## src/rtl/dmem_ctrl.sv

```systemverilog
// Load/store sequencer for a big-endian data memory built from four 512x8 byte lanes.
// Optional feature macro: DMEM_CTRL_ALIGN_CHK_EN (reject misaligned half/word instead of forcing alignment).
module dmem_ctrl #(
    parameter int unsigned TIMEOUT = 4,
    parameter int unsigned ADDR_W  = 11
) (
    input  logic              clk,
    input  logic              rst,
    input  logic              req_valid,
    output logic              req_ready,
    input  logic              req_we,
    input  logic [1:0]        req_size,
    input  logic              req_unsigned,
    input  logic [ADDR_W-1:0] req_addr,
    input  logic [31:0]       req_wdata,
    output logic              resp_valid,
    input  logic              resp_ready,
    output logic [31:0]       resp_rdata,
    output logic              resp_err,
    output logic [3:0]        lane_rd_en,
    output logic [3:0]        lane_wr_en,
    output logic [ADDR_W-3:0] lane_addr,
    output logic [31:0]       lane_wdata,
    input  logic [31:0]       lane_rdata,
    input  logic [3:0]        lane_valid,
    output logic              busy
);

    localparam int unsigned CNT_W = (TIMEOUT > 1) ? $clog2(TIMEOUT) : 1;

    typedef enum logic [1:0] {S_IDLE, S_ISSUE, S_WAIT, S_RESP} state_t;

    state_t            r_state;
    logic              r_we;
    logic              r_unsigned;
    logic [1:0]        r_size;
    logic [1:0]        r_off;
    logic [3:0]        r_mask;
    logic [3:0]        r_col;
    logic [31:0]       r_data;
    logic [CNT_W-1:0]  r_cnt;
    logic              r_resp_valid;
    logic              r_resp_err;
    logic [31:0]       r_resp_rdata;
    logic [3:0]        r_rd_en;
    logic [3:0]        r_wr_en;
    logic [ADDR_W-3:0] r_lane_addr;
    logic [31:0]       r_lane_wdata;
    logic              r_busy;

    logic [3:0]        w_mask;
    logic [31:0]       w_wdata;
    logic              w_bad;
    logic [3:0]        w_col_next;
    logic [31:0]       w_data_next;
    logic [7:0]        w_byte;
    logic [15:0]       w_half;
    logic [31:0]       w_load;

    // Request decode: lane mask (big-endian, offset b -> lane 3-b) and replicated store data.
    always_comb begin
        w_mask  = 4'b0000;
        w_wdata = '0;
        case (req_size)
            2'b00: begin
                w_mask  = 4'b1000 >> req_addr[1:0];
                w_wdata = {4{req_wdata[7:0]}};
            end
            2'b01: begin
                w_mask  = req_addr[1] ? 4'b0011 : 4'b1100;
                w_wdata = {2{req_wdata[15:0]}};
            end
            2'b10: begin
                w_mask  = 4'b1111;
                w_wdata = req_wdata;
            end
            default: begin
                w_mask  = 4'b0000;
                w_wdata = '0;
            end
        endcase

        w_bad = (req_size == 2'b11);
`ifdef DMEM_CTRL_ALIGN_CHK_EN
        if ((req_size == 2'b10 && req_addr[1:0] != 2'b00) ||
            (req_size == 2'b01 && req_addr[0])) begin
            w_bad = 1'b1;
        end
`else
        w_bad = w_bad;
`endif
    end

    // Lane collection: new bytes merge with those latched on earlier WAIT cycles.
    always_comb begin
        w_col_next  = r_col | (lane_valid & r_mask);
        w_data_next = r_data;
        for (int unsigned k = 0; k < 4; k++) begin
            if (lane_valid[k] && r_mask[k]) begin
                w_data_next[8*k +: 8] = lane_rdata[8*k +: 8];
            end
        end

        w_byte = '0;
        case (r_off)
            2'b00:   w_byte = w_data_next[31:24];
            2'b01:   w_byte = w_data_next[23:16];
            2'b10:   w_byte = w_data_next[15:8];
            default: w_byte = w_data_next[7:0];
        endcase
        w_half = r_off[1] ? w_data_next[15:0] : w_data_next[31:16];

        case (r_size)
            2'b00:   w_load = {{24{w_byte[7] & ~r_unsigned}}, w_byte};
            2'b01:   w_load = {{16{w_half[15] & ~r_unsigned}}, w_half};
            default: w_load = w_data_next;
        endcase
    end

    always_ff @(posedge clk) begin
        if (rst) begin
            r_state      <= S_IDLE;
            r_we         <= 1'b0;
            r_unsigned   <= 1'b0;
            r_size       <= '0;
            r_off        <= '0;
            r_mask       <= '0;
            r_col        <= '0;
            r_data       <= '0;
            r_cnt        <= '0;
            r_resp_valid <= 1'b0;
            r_resp_err   <= 1'b0;
            r_resp_rdata <= '0;
            r_rd_en      <= '0;
            r_wr_en      <= '0;
            r_lane_addr  <= '0;
            r_lane_wdata <= '0;
            r_busy       <= 1'b0;
        end else begin
            case (r_state)
                S_IDLE: begin
                    if (req_valid) begin
                        r_we         <= req_we;
                        r_unsigned   <= req_unsigned;
                        r_size       <= req_size;
                        r_off        <= req_addr[1:0];
                        r_mask       <= w_mask;
                        r_lane_addr  <= req_addr[ADDR_W-1:2];
                        r_lane_wdata <= w_wdata;
                        r_busy       <= 1'b1;
                        if (w_bad) begin
                            r_state      <= S_RESP;
                            r_resp_valid <= 1'b1;
                            r_resp_err   <= 1'b1;
                            r_resp_rdata <= '0;
                        end else begin
                            // Enables are loaded here so they are high during the ISSUE cycle.
                            r_state <= S_ISSUE;
                            r_rd_en <= req_we ? 4'b0000 : w_mask;
                            r_wr_en <= req_we ? w_mask : 4'b0000;
                        end
                    end
                end
                S_ISSUE: begin
                    r_rd_en <= '0;
                    r_wr_en <= '0;
                    r_col   <= '0;
                    r_data  <= '0;
                    r_cnt   <= '0;
                    r_state <= S_WAIT;
                end
                S_WAIT: begin
                    r_col  <= w_col_next;
                    r_data <= w_data_next;
                    if (w_col_next == r_mask) begin
                        r_state      <= S_RESP;
                        r_resp_valid <= 1'b1;
                        r_resp_err   <= 1'b0;
                        r_resp_rdata <= r_we ? 32'd0 : w_load;
                    end else if (r_cnt == CNT_W'(TIMEOUT - 1)) begin
                        r_state      <= S_RESP;
                        r_resp_valid <= 1'b1;
                        r_resp_err   <= 1'b1;
                        r_resp_rdata <= '0;
                    end else begin
                        r_cnt <= r_cnt + CNT_W'(1);
                    end
                end
                S_RESP: begin
                    if (resp_ready) begin
                        r_resp_valid <= 1'b0;
                        r_busy       <= 1'b0;
                        r_state      <= S_IDLE;
                    end
                end
                default: r_state <= S_IDLE;
            endcase
        end
    end

    assign req_ready  = (r_state == S_IDLE);
    assign resp_valid = r_resp_valid;
    assign resp_rdata = r_resp_rdata;
    assign resp_err   = r_resp_err;
    assign lane_rd_en = r_rd_en;
    assign lane_wr_en = r_wr_en;
    assign lane_addr  = r_lane_addr;
    assign lane_wdata = r_lane_wdata;
    assign busy       = r_busy;

endmodule

```

## config.mk

```make
export PLATFORM = sky130hd
export DESIGN_NAME = dmem_ctrl
export DESIGN_NICKNAME = d
export VERILOG_FILES = /design/src/rtl/dmem_ctrl.sv
export SDC_FILE = /design/constraint.sdc
export NUM_CORES = 1
export LEC_CHECK = 0
export BUFFER_PORTS_ARGS = -buffer_cell sky130_fd_sc_hd__buf_2
export CORE_MARGIN = 8
export CORE_UTILIZATION = 57
export DETAILED_ROUTE_END_ITERATION = 16
export HOLD_SLACK_MARGIN = 0.12
export PLACE_DENSITY_LB_ADDON = 0.12
export SYNTH_ARGS = -nofsm -noshare
export SYNTH_HDL_FRONTEND = slang
export SYNTH_SLANG_ARGS = --single-unit
```

## constraint.sdc

```tcl
create_clock -name clk -period 4.2 [get_ports clk]
set_input_delay 0.42 -clock clk [delete_from_list [all_inputs] [get_ports clk]]
set_output_delay 0.42 -clock clk [all_outputs]
set_load 0.02 [all_outputs]
```

==> flow_summary.ini <==
[status]
status = completed

[synth]
synth_commonest_cells = nand2_1 (138), dfxtp_1 (134), nor2_1 (116)
synth_top_cell_by_area = dfxtp_1
synthFlopType = dfxtp_1
ys_seq_area_share_pct = 42.8
yosys.area.top_type_share_pct = 42.8
synth_edf_count = 0
syn_area_per_cell_um2 = 8.31
synth_cell_types = 54
yosysMostFrequentCell = nand2_1
synth_nets = 848
synth-async-reset-ratio_pct = 0
netlist_instances = 755
netlist_top_cells_area = dfxtp_1 (43%), nand2_1 (8.3%), nor2_1 (6.9%)
synth_area_um2 = 6270
yosysWarnings = 0
ys_ff_latch = 134

[finish]
multiInputGateArea_um2 = 3340
fin_area_um2 = 7870
antenna_cells = 0
regArea_um2 = 2680
area_growth_pct = 25.5
drive_above_1_share_pct = 26.4
filler_cell_count = 854
fin_nets = 998

[setup_path]
start_kind = flip-flop
arrival_ps = 3080
ff2ff_path_depth = 7
worst-path-max-fanout = 16
endpoint_kind = flip-flop
critPathKind = flip-flop to flip-flop
required_ps = 4670

[sta]
relSlewSlack_pct = 28.0
finalHoldViolations = 0
fin_skew_ps = 6.04
fmax_mhz = 384
rsz0062_at_grt = no
finalMaxSlewViolations = 0
worstMarginPinSlew_ps = 1080
tns_ps = 0
setup-violations-final = 0
fin_crit_ps = 2610
post-route-period-util_pct = 62.1

[global_route]
grt_pass1_vias = 6343
grt_pass1_wl_mm = 30.6
antenna_found_initial = 0
grt_usage_pct = 26.1
grt_max_degree = 104
overflow = 0

[routing]
drc = 0
detail-route-antenna-nets = 0
firstDrtPassIters = 7
viasPerCell = 5.92
drt-total-wl_mm = 19.2
wl_per_cell_um = 18.2
drt_iter0_drc = 497
vias = 6260

[floorplan]
die-area_um2 = 14600
die_h_um = 121
coreArea_um2 = 10800
die_x_um = 121
rows = 38
io_pins = 172
start_util_pct = 58.1

[clock_tree]
clockBufferDepth = 2
cts_buffers = 17
path_clk_slew_ps = 60
cts-htree-levels = 4
cts_num_sinks = 134
clock_latency_ps = 540
cts-root-buf = clkbuf_8
cts_tree = built
post-cts-setup-buffers = 0

[power_and_ir_drop]
peakVddDrop_v = 0.000439
leakagePower_nw = 3.51
p_per_area_nw_per_um2 = 604

[worst_hold_path]
holdCritPathClass = input pin to flip-flop
whs_path_depth = 3

[job]
maxCapViolations = 0

[placement]
dpl.hpwl_mm = 13.7
place.gp.congestion = 0.859
io_buffers = 171
placed_area_um2 = 7130
==> per-layer routing <==
layer  up-vias  GRT usage (%)  routed length, µm
met2       293           44.1               9260
met3        43           9.87               1830
met4         0           12.9                620
li1       2980              -                  -
met5         -              0                  0
met1      2944           28.1               7480
==> final timing paths <==
check | start | end | slack (ps)
max | r_state[0]$_SDFFE_PP0P_ | resp_rdata[17]$_SDFFE_PP0P_ | 1590
min | req_addr[10] | lane_addr[8]$_SDFFE_PP0P_ | 140
max reg2reg | r_state[0]$_SDFFE_PP0P_ | resp_rdata[17]$_SDFFE_PP0P_ | 1590
min reg2reg | lane_addr[3]$_SDFFE_PP0P_ | lane_addr[3]$_SDFFE_PP0P_ | 450
==> logic make-up after synthesis <==
family                   synth area share, %
flip-flops                              42.8
AO/OA/AOI/OAI                           22.4
buffers and inverters                   4.15
AND/OR/NAND/NOR                         21.2
multiplexers                            8.24
adder cells (fa/ha/maj)                 1.20
==> layout by cell type (no fill, tap or decap), types with 4 or more instances in the layout <==
cell           synthesis  routed
buf_2                 10     170
nand2_1              138     138
dfxtp_1              134     134
nor2_1               116     116
a21oi_1               71      71
mux2i_1               25      25
a22oi_1               23      23
a22o_1                21      21
nor3_1                16      16
a32o_1                16      16
clkbuf_16              0      16
o211ai_1              11      11
inv_1                 10      10
mux2_2                10      10
a311oi_1               9       9
a31oi_1                7       7
a211o_1                7       7
a32oi_1                7       7
dlygate4sd3_1          0       7
o21ai_0                6       6
and3_1                 6       6
or2_2                  6       6
ha_1                   6       6
bufinv_16              0       6
nor2b_1                5       5
nand3_1                5       5
mux4_2                 5       5
buf_4                  1       5
nand2b_1               4       4
==> critical path: stages, from the launching register on <==
cell       delay [ps]
dfxtp_1           350
inv_1              90
ha_1              300
inv_1             200
a2111oi_2         540
nand4_2           330
a21oi_4           500
a22o_1            220
==> report_power, final <==
part           switching, mW  internal (mW)  total, mW  leakage, nW
Combinational           1.04          0.492       1.53         2.10
Sequential             0.117           1.43       1.55         1.09
Clock                  0.562           1.11       1.67        0.316
Total                   1.72           3.04       4.76         3.51
==> repair_timing <==
item | in CTS | in global routing
resized for setup | 0 | 0
hold endpoints to repair | 7 | 0
hold buffers | 7 | 0
==> per-stage QoR <==
step                utilization [%]  setup slack [ps]  cells  total power [mW]  hold WS, ps
detailed placement             66.0              1200   1018              3.08          444
floorplan                         -              2090    755              2.64          432
global placement               66.0              1410   1018              3.02          439
finish                         73.0              1590   1057              4.76          137
CTS                            72.8              1170   1056              4.75          120
global route                   73.0              1390   1057              4.98          134
==> sequential cells by signal, indices dropped and copies added, names as in the netlist <==
register    cells
busy            1
lane_addr       9
lane_rd_en      4
lane_wdata     32
lane_wr_en      4
r_cnt           2
r_col           4
r_data         32
r_mask          4
r_off           2
r_size          2
r_state         2
r_unsigned      1
r_we            1
resp_err        1
resp_rdata     32
resp_valid      1
==> layout make-up <==
class | count | share of cell area (%)
repair buffers | 183 | 12.3
clock buffers | 19 | 5.61
flip-flops and latches | 134 | 34.1
inverters | 11 | 0.524
well taps | 140 | 2.22
clock inverters | 12 | 2.86
multi-input cells | 558 | 42.4
Power figures use the tool's default switching activity.
